### config.mk
export PLATFORM = sky130hd
export DESIGN_NAME = hbus_arbiter_flat
export DESIGN_NICKNAME = d
export VERILOG_FILES = /design/src/rtl/hbus_pkg.sv /design/src/rtl/hbus_arbiter_if.sv /design/src/rtl/hbus_rr_pick.sv /design/src/rtl/hbus_arbiter.sv /design/src/flat_wrapper.sv
export SDC_FILE = /design/constraint.sdc
export NUM_CORES = 1
export LEC_CHECK = 0
export CAP_MARGIN = 20
export CORE_AREA = 2 2 89 91
export DETAILED_ROUTE_END_ITERATION = 16
export DIE_AREA = 0 0 91 93
export PLACE_DENSITY = 0.7
export SLEW_MARGIN = 20
export SYNTH_ARGS = -nofsm -noshare
export SYNTH_HDL_FRONTEND = slang
export SYNTH_SLANG_ARGS = --single-unit
### constraint.sdc
create_clock -name clk90 -period 2 [get_ports clk90]
set_clock_uncertainty 0.1 [all_clocks]
set_input_delay 0.4 -clock clk90 [delete_from_list [all_inputs] [get_ports clk90]]
set_output_delay 0.4 -clock clk90 [all_outputs]
set_load 0.01 [all_outputs]
### src/rtl/hbus_pkg.sv
// Shared constants for the HyperBus two-port arbiter: port count, one-hot state
// encodings and the write-mask width helper.
package hbus_pkg;

  localparam int unsigned N_PORTS = 2;
  localparam int unsigned STATE_W = 4;

  localparam logic [STATE_W-1:0] ST_IDLE    = 4'b0001;
  localparam logic [STATE_W-1:0] ST_HOLD    = 4'b0010;
  localparam logic [STATE_W-1:0] ST_RELEASE = 4'b0100;
  localparam logic [STATE_W-1:0] ST_ERR     = 4'b1000;

  // Mask covers one bit per data byte plus one extra control bit.
  function automatic int unsigned mask_width(input int unsigned w);
    return (2 * w) / 8 + 1;
  endfunction

endpackage

### src/rtl/hbus_arbiter_if.sv
// One HyperBus request channel. The requester (or the arbiter towards the
// controller) uses the master modport; the side that serves it uses slave.
interface hbus_arbiter_if
  import hbus_pkg::*;
#(
  parameter int unsigned WIDTH       = 8,
  parameter int unsigned ADDR_LENGTH = 32
) ();

  localparam int unsigned DW = 2 * WIDTH;
  localparam int unsigned MW = mask_width(WIDTH);

  logic [ADDR_LENGTH-1:0] adr;
  logic [DW-1:0]          wdat;
  logic [MW-1:0]          mask;
  logic                   reg_space;
  logic                   rrq;
  logic                   wrq;

  logic [DW-1:0]          rdat;
  logic                   ready;
  logic                   valid;
  logic                   busy;
  logic                   gnt;
  logic                   err;
  logic                   timeout;

  modport master (
    output adr, wdat, mask, reg_space, rrq, wrq,
    input  rdat, ready, valid, busy, err
  );

  modport slave (
    input  adr, wdat, mask, reg_space, rrq, wrq,
    output rdat, ready, valid, gnt, err, timeout
  );

endinterface

### src/rtl/hbus_rr_pick.sv
// Two-requester round-robin picker; on contention the port not granted last wins.
module hbus_rr_pick
  import hbus_pkg::*;
(
  input  logic [N_PORTS-1:0] req_i,
  input  logic               last_i,
  output logic [N_PORTS-1:0] gnt_c_o
);

  always_comb begin
    gnt_c_o = '0;
    case (req_i)
      2'b01:   gnt_c_o = 2'b01;
      2'b10:   gnt_c_o = 2'b10;
      2'b11:   gnt_c_o = last_i ? 2'b01 : 2'b10;
      default: gnt_c_o = '0;
    endcase
  end

endmodule

### src/rtl/hbus_arbiter.sv
// Two-port arbiter in front of a single HyperBus controller.
// Optional request watchdog enabled by defining HBUS_ARB_WATCHDOG_EN.
module hbus_arbiter
  import hbus_pkg::*;
#(
  parameter int unsigned WIDTH       = 8,
  parameter int unsigned ADDR_LENGTH = 32,
  parameter int unsigned TIMEOUT     = 1024
) (
  input  logic           clk90,
  input  logic           rst,
  hbus_arbiter_if.slave  m0,
  hbus_arbiter_if.slave  m1,
  hbus_arbiter_if.master c
);

  localparam int unsigned DW = 2 * WIDTH;
  localparam int unsigned MW = mask_width(WIDTH);

  logic [STATE_W-1:0]     state_q, state_d;
  logic [N_PORTS-1:0]     gnt_q, gnt_d;
  logic                   last_q, last_d;
  logic                   err_q, err_d;

  logic [N_PORTS-1:0]     rrq_c, wrq_c, req_c, pick_c, blk_c, tmo_c;
  logic                   sel_c, cur_rrq_c, cur_wrq_c, hold_c, wd_fire_c;
  logic [ADDR_LENGTH-1:0] adr_c;
  logic [DW-1:0]          wdat_c;
  logic [MW-1:0]          mask_c;
  logic                   reg_space_c;

  assign rrq_c  = {m1.rrq, m0.rrq};
  assign wrq_c  = {m1.wrq, m0.wrq};
  assign req_c  = (rrq_c | wrq_c) & ~blk_c;
  assign hold_c = (state_q == ST_HOLD);
  assign sel_c  = gnt_q[1];

  hbus_rr_pick u_pick (
    .req_i   (req_c),
    .last_i  (last_q),
    .gnt_c_o (pick_c)
  );

  // Request bus follows the granted port.
  always_comb begin
    adr_c       = m0.adr;
    wdat_c      = m0.wdat;
    mask_c      = m0.mask;
    reg_space_c = m0.reg_space;
    cur_rrq_c   = m0.rrq;
    cur_wrq_c   = m0.wrq;
    if (sel_c) begin
      adr_c       = m1.adr;
      wdat_c      = m1.wdat;
      mask_c      = m1.mask;
      reg_space_c = m1.reg_space;
      cur_rrq_c   = m1.rrq;
      cur_wrq_c   = m1.wrq;
    end
  end

  assign c.adr       = adr_c;
  assign c.wdat      = wdat_c;
  assign c.mask      = mask_c;
  assign c.reg_space = reg_space_c;
  // A port raising both strobes gets a read.
  assign c.rrq       = hold_c & cur_rrq_c;
  assign c.wrq       = hold_c & cur_wrq_c & ~cur_rrq_c;

  // Next-state logic; a controller error overrides every state.
  always_comb begin
    state_d = state_q;
    gnt_d   = gnt_q;
    last_d  = last_q;
    err_d   = err_q;
    case (state_q)
      ST_IDLE: begin
        if (|pick_c) begin
          state_d = ST_HOLD;
          gnt_d   = pick_c;
          last_d  = pick_c[1];
        end
      end
      ST_HOLD: begin
        if ((!cur_rrq_c && !cur_wrq_c) || wd_fire_c) begin
          state_d = ST_RELEASE;
        end
      end
      ST_RELEASE: begin
        if (!c.busy) begin
          state_d = ST_IDLE;
          gnt_d   = '0;
        end
      end
      ST_ERR: begin
        gnt_d = '0;
      end
      default: begin
        state_d = ST_IDLE;
        gnt_d   = '0;
      end
    endcase
    if (c.err) begin
      state_d = ST_ERR;
      gnt_d   = '0;
      err_d   = 1'b1;
    end
  end

  always_ff @(posedge clk90 or posedge rst) begin
    if (rst) begin
      state_q <= ST_IDLE;
      gnt_q   <= '0;
      last_q  <= 1'b1;
      err_q   <= 1'b0;
    end else begin
      state_q <= state_d;
      gnt_q   <= gnt_d;
      last_q  <= last_d;
      err_q   <= err_d;
    end
  end

`ifdef HBUS_ARB_WATCHDOG_EN
  localparam int unsigned CNT_W = $clog2(TIMEOUT + 1);

  logic [CNT_W-1:0]   cnt_q, cnt_d;
  logic [N_PORTS-1:0] blk_q, blk_d;
  logic [N_PORTS-1:0] tmo_q, tmo_d;
  logic               idle_beat_c;

  assign idle_beat_c = hold_c && !c.ready && !c.valid;
  assign wd_fire_c   = idle_beat_c && (cnt_q == CNT_W'(TIMEOUT - 1));

  // Silent-cycle counter, per-port block flags and the one-cycle timeout pulse.
  always_comb begin
    cnt_d = '0;
    blk_d = blk_q;
    tmo_d = '0;
    if (idle_beat_c && !wd_fire_c) begin
      cnt_d = cnt_q + CNT_W'(1);
    end
    for (int n = 0; n < int'(N_PORTS); n++) begin
      if (!rrq_c[n] && !wrq_c[n]) begin
        blk_d[n] = 1'b0;
      end
      if (wd_fire_c && gnt_q[n]) begin
        blk_d[n] = 1'b1;
        tmo_d[n] = 1'b1;
      end
    end
  end

  always_ff @(posedge clk90 or posedge rst) begin
    if (rst) begin
      cnt_q <= '0;
      blk_q <= '0;
      tmo_q <= '0;
    end else begin
      cnt_q <= cnt_d;
      blk_q <= blk_d;
      tmo_q <= tmo_d;
    end
  end

  assign blk_c = blk_q;
  assign tmo_c = tmo_q;
`else
  logic unused_timeout_cfg;

  assign wd_fire_c          = 1'b0;
  assign blk_c              = '0;
  assign tmo_c              = '0;
  assign unused_timeout_cfg = ^TIMEOUT;
`endif

  // Requester-side status: ready/valid reach only the granted port.
  assign m0.gnt     = gnt_q[0];
  assign m0.ready   = c.ready & gnt_q[0];
  assign m0.valid   = c.valid & gnt_q[0];
  assign m0.rdat    = c.rdat;
  assign m0.err     = err_q;
  assign m0.timeout = tmo_c[0];

  assign m1.gnt     = gnt_q[1];
  assign m1.ready   = c.ready & gnt_q[1];
  assign m1.valid   = c.valid & gnt_q[1];
  assign m1.rdat    = c.rdat;
  assign m1.err     = err_q;
  assign m1.timeout = tmo_c[1];

endmodule

### src/flat_wrapper.sv
// flat-port wrapper written by rule: the top's interface ports become plain ports
module hbus_arbiter_flat import hbus_pkg::*;
#(
  parameter int unsigned WIDTH       = 8,
  parameter int unsigned ADDR_LENGTH = 32,
  parameter int unsigned TIMEOUT     = 1024
)
  (clk90, rst, m0_adr, m0_wdat, m0_mask, m0_reg_space, m0_rrq, m0_wrq, m0_rdat, m0_ready, m0_valid, m0_gnt, m0_err, m0_timeout, m1_adr, m1_wdat, m1_mask, m1_reg_space, m1_rrq, m1_wrq, m1_rdat, m1_ready, m1_valid, m1_gnt, m1_err, m1_timeout, c_adr, c_wdat, c_mask, c_reg_space, c_rrq, c_wrq, c_rdat, c_ready, c_valid, c_busy, c_err);
  hbus_arbiter_if #(.WIDTH(WIDTH), .ADDR_LENGTH(ADDR_LENGTH)) m0_i ();
  hbus_arbiter_if #(.WIDTH(WIDTH), .ADDR_LENGTH(ADDR_LENGTH)) m1_i ();
  hbus_arbiter_if #(.WIDTH(WIDTH), .ADDR_LENGTH(ADDR_LENGTH)) c_i ();
  input  logic clk90;
  input  logic rst;
  input wire logic [$bits(m0_i.adr)-1:0] m0_adr;
  input wire logic [$bits(m0_i.wdat)-1:0] m0_wdat;
  input wire logic [$bits(m0_i.mask)-1:0] m0_mask;
  input wire logic [$bits(m0_i.reg_space)-1:0] m0_reg_space;
  input wire logic [$bits(m0_i.rrq)-1:0] m0_rrq;
  input wire logic [$bits(m0_i.wrq)-1:0] m0_wrq;
  output wire logic [$bits(m0_i.rdat)-1:0] m0_rdat;
  output wire logic [$bits(m0_i.ready)-1:0] m0_ready;
  output wire logic [$bits(m0_i.valid)-1:0] m0_valid;
  output wire logic [$bits(m0_i.gnt)-1:0] m0_gnt;
  output wire logic [$bits(m0_i.err)-1:0] m0_err;
  output wire logic [$bits(m0_i.timeout)-1:0] m0_timeout;
  input wire logic [$bits(m1_i.adr)-1:0] m1_adr;
  input wire logic [$bits(m1_i.wdat)-1:0] m1_wdat;
  input wire logic [$bits(m1_i.mask)-1:0] m1_mask;
  input wire logic [$bits(m1_i.reg_space)-1:0] m1_reg_space;
  input wire logic [$bits(m1_i.rrq)-1:0] m1_rrq;
  input wire logic [$bits(m1_i.wrq)-1:0] m1_wrq;
  output wire logic [$bits(m1_i.rdat)-1:0] m1_rdat;
  output wire logic [$bits(m1_i.ready)-1:0] m1_ready;
  output wire logic [$bits(m1_i.valid)-1:0] m1_valid;
  output wire logic [$bits(m1_i.gnt)-1:0] m1_gnt;
  output wire logic [$bits(m1_i.err)-1:0] m1_err;
  output wire logic [$bits(m1_i.timeout)-1:0] m1_timeout;
  output wire logic [$bits(c_i.adr)-1:0] c_adr;
  output wire logic [$bits(c_i.wdat)-1:0] c_wdat;
  output wire logic [$bits(c_i.mask)-1:0] c_mask;
  output wire logic [$bits(c_i.reg_space)-1:0] c_reg_space;
  output wire logic [$bits(c_i.rrq)-1:0] c_rrq;
  output wire logic [$bits(c_i.wrq)-1:0] c_wrq;
  input wire logic [$bits(c_i.rdat)-1:0] c_rdat;
  input wire logic [$bits(c_i.ready)-1:0] c_ready;
  input wire logic [$bits(c_i.valid)-1:0] c_valid;
  input wire logic [$bits(c_i.busy)-1:0] c_busy;
  input wire logic [$bits(c_i.err)-1:0] c_err;
  assign m0_i.adr = m0_adr;
  assign m0_i.wdat = m0_wdat;
  assign m0_i.mask = m0_mask;
  assign m0_i.reg_space = m0_reg_space;
  assign m0_i.rrq = m0_rrq;
  assign m0_i.wrq = m0_wrq;
  assign m0_rdat = m0_i.rdat;
  assign m0_ready = m0_i.ready;
  assign m0_valid = m0_i.valid;
  assign m0_gnt = m0_i.gnt;
  assign m0_err = m0_i.err;
  assign m0_timeout = m0_i.timeout;
  assign m1_i.adr = m1_adr;
  assign m1_i.wdat = m1_wdat;
  assign m1_i.mask = m1_mask;
  assign m1_i.reg_space = m1_reg_space;
  assign m1_i.rrq = m1_rrq;
  assign m1_i.wrq = m1_wrq;
  assign m1_rdat = m1_i.rdat;
  assign m1_ready = m1_i.ready;
  assign m1_valid = m1_i.valid;
  assign m1_gnt = m1_i.gnt;
  assign m1_err = m1_i.err;
  assign m1_timeout = m1_i.timeout;
  assign c_adr = c_i.adr;
  assign c_wdat = c_i.wdat;
  assign c_mask = c_i.mask;
  assign c_reg_space = c_i.reg_space;
  assign c_rrq = c_i.rrq;
  assign c_wrq = c_i.wrq;
  assign c_i.rdat = c_rdat;
  assign c_i.ready = c_ready;
  assign c_i.valid = c_valid;
  assign c_i.busy = c_busy;
  assign c_i.err = c_err;
  hbus_arbiter #(.WIDTH(WIDTH), .ADDR_LENGTH(ADDR_LENGTH), .TIMEOUT(TIMEOUT)) u_core (.clk90(clk90), .rst(rst), .m0(m0_i), .m1(m1_i), .c(c_i));
endmodule
==> run metrics <==
status=complete, no violations; type of the tightest min-delay check=in2async; met2 Use GR=between 20% and 30%; WL final=6180 um; leakage=roughly 1.3 nW; port bufs=175; Final period util=98.6%; Cell Count, Final, Fillers Out=~420; post-route DRC violation count=0; Top Usage Layer GRT=met2; vias in the first global route=about 1800; kind of critical path=reg2out; Crit-path slowest cell=dfrtp_2; power per cell area=between 200 and 300 nW/um2; met1 Use GR=15.3%; relative slew slack=between 60% and 70%; Reg clk slew, reported paths=roughly 0.04 ns; reg2reg path depth=4; commonest cells after routing, fill and taps aside=115 x clkdlybuf4s50_1, 49 x mux2_2, 26 x buf_6, 26 x buf_2, 14 x buf_4; Max Cap Viol=0; ant diodes=0; H-tree levels=1; max-slew violations=0; Bufs and invs on worst path=4; reg2reg start=u_core.state_q[0]; Root Buffer=clkbuf_8; Syn Area/Cell=a little over 9 um2; Req. time, crit path=1.50 ns; share of the synthesized area in the top cell type=a little over two fifths; gpl congestion=a little over 0.8; family with the most delay on the worst path=buffers and inverters; nets=roughly 450; filler instances=759; Synth area leader=mux2_2; via count=1732; sequential element share of the synthesized area=14.5%; stages on the worst setup path=5; I/O pin cnt=about 230; Final setup viols=0; worst skew pair latency=0.24 ns; die footprint=~8500 um2; 1st-iter DRT viols=13; total core area=7530 um2; CP cell instances=buf_8 > buf_12 > buf_4 > mux2_2 > buf_6; worst slew pin tran=0.565 ns; worst vdd ir=between 0.3 and 0.4 mV; DIE HEIGHT=93 um; initial core utilization=between 10% and 20%; largest net degree at the start of global routing=17; CTS tree=built; Max stage delay on crit path=about 0.42 ns; ratio of cells with drive above 1 in the final layout=roughly 44%; critical path endpoint category=output pin; CP Data Arrival Time=roughly 1.5 ns; pre-CTS WS=-0.415 ns; Pre-Repair DR Iteration Count=4; final hold vios=0; Mapped Cells=between 150 and 200; Crit Reg-Reg Endpoint=u_core.gnt_q[0]; Netlist cell types=34; YS warnings=0; detailed-route wire length per cell=14.9 um; synth-to-layout area growth=129%; design area=between 3000 and 4000 um2; Tot GR Track Use=13.7%; # placed instances=about 400; f_max=slightly above 500 MHz; Critical Path Fanout Max=7; buffer depth of the longest clock path=2; FF+latch count, synth=8; Worst Setup Start Kind=register; GR Util met3=around 4.5%; initial antenna violation count=0; Cell Area, Synth=around 1400 um2; final core utilization=between 40% and 50%; most common cell after layout, fill and taps aside=clkdlybuf4s50_1; # rows=32; Die Wd=between 90 and 100 um; via-per-instance ratio=approximately 4.2; Detailed Place HPWL=between 4000 and 5000 um; Num CTS Buffers=3; global-route wire length before repair=9430 um; Post-DP Area=around 3100 um2; min Tclk post-route=a little under 2 ns; dominant cells by area after synthesis=mux2_2 42%, buf_4 19%, dfrtp_1 11%; GRT Residual Overflow=0; post-route ant nets=0; unrepaired setup endpoints after global routing=yes; Clock Sinks=8; final setup slack of the worst path=0.0273 ns; TNS Setup=0 ns; flop-to-flop setup slack=between 0.3 and 0.4 ns
==> per-stage QoR <==
stage,hold WS [ns],power (mW)
final,0.312,0.931
after floorplan,0.114,0.418
after detailed placement,0.399,0.740
after CTS,0.327,0.947
after global routing,0.346,0.991
after global placement,0.381,0.733
==> power breakdown <==
part / switching (mW) / internal [mW] / total, mW / leakage, nW
Combinational: 0.160 / 0.360 / 0.520 / 1.22
Sequential: 0.0135 / 0.190 / 0.203 / 0.0933
Clock: 0.0696 / 0.139 / 0.208 / 0.0228
Total: 0.243 / 0.688 / 0.931 / 1.34
==> flip-flops by register name (all words and copies together), names as in the netlist <==
register / flops
u_core.state_q: 4
u_core.gnt_q: 2
u_core.last_q: 1
u_core.m0.err: 1
==> how the worst max path moves through the flow <==
stage / startpoint / endpoint
after global routing: u_core.gnt_q[1] / c_rrq
after global placement: m0_wrq / c_wrq
after floorplan: u_core.gnt_q[1] / c_wrq
final: u_core.gnt_q[1] / c_adr[31]
after detailed placement: m0_wrq / c_wrq
after CTS: u_core.gnt_q[1] / c_adr[31]
==> final cells by class <==
cell class	count	area (um2)	area share [%]
Timing Repair Buffer	199	1900	59.3
Multi-Input combinational cell	99	912	28.5
Sequential cell	8	204	6.36
Tap cell	102	128	3.98
Clock buffer	4	45.0	1.41
Inverter	4	15.0	0.468
==> routing by layer <==
layer | up-vias | routed length [um]
li1 | 831 | -
met2 | 106 | 3290
met1 | 791 | 2200
met3 | 4 | 668
met5 | - | 0
met4 | 0 | 28
==> synthesized netlist by cell type, drive strengths merged <==
master,instances
nor4b,1
nand4,2
o21bai,1
nand3,1
nor2,4
o211ai,3
and2,4
a311oi,1
or3,1
clkbuf,1
nor3b,1
nor2b,2
or4b,1
inv,4
nand2,3
mux2,52
and2b,1
a21o,1
a21oi,1
o32a,1
and3b,2
conb,1
nor4,2
buf,41
nor3,2
o21ai,2
dfrtp,6
o21a,2
mux2i,1
o2111ai,1
or2,3
a31oi,1
dfstp,2
==> worst register-to-register path: stages (launching register included) <==
cell      delay, ns
dfstp_2        0.52
buf_4          0.11
nor4b_2        0.47
nand2_1        0.16
o211ai_1       0.20
==> what timing repair did <==
item / in CTS / in global routing
gates cloned: 3 / 0
setup buffers: 12 / 1
pin swaps: 0 / 3
setup endpoints to repair: 58 / 51
gates resized for setup: 231 / 18
hold buffers: 0 / 0
endpoints found under the hold margin: 0 / 0
==> cells by family (layout without fill, tap and decap cells) <==
family                 count (synthesis)  after routing  share of synthesized area, %
AO/OA/AOI/OAI                         14             14                          7.23
flip-flops                             8              8                          14.5
buffers and inverters                 46            207                          22.2
AND/OR/NAND/NOR                       30             30                          13.3
other                                  1              2                         0.268
multiplexers                          53             53                          42.5
Power figures use the tool's default switching activity.
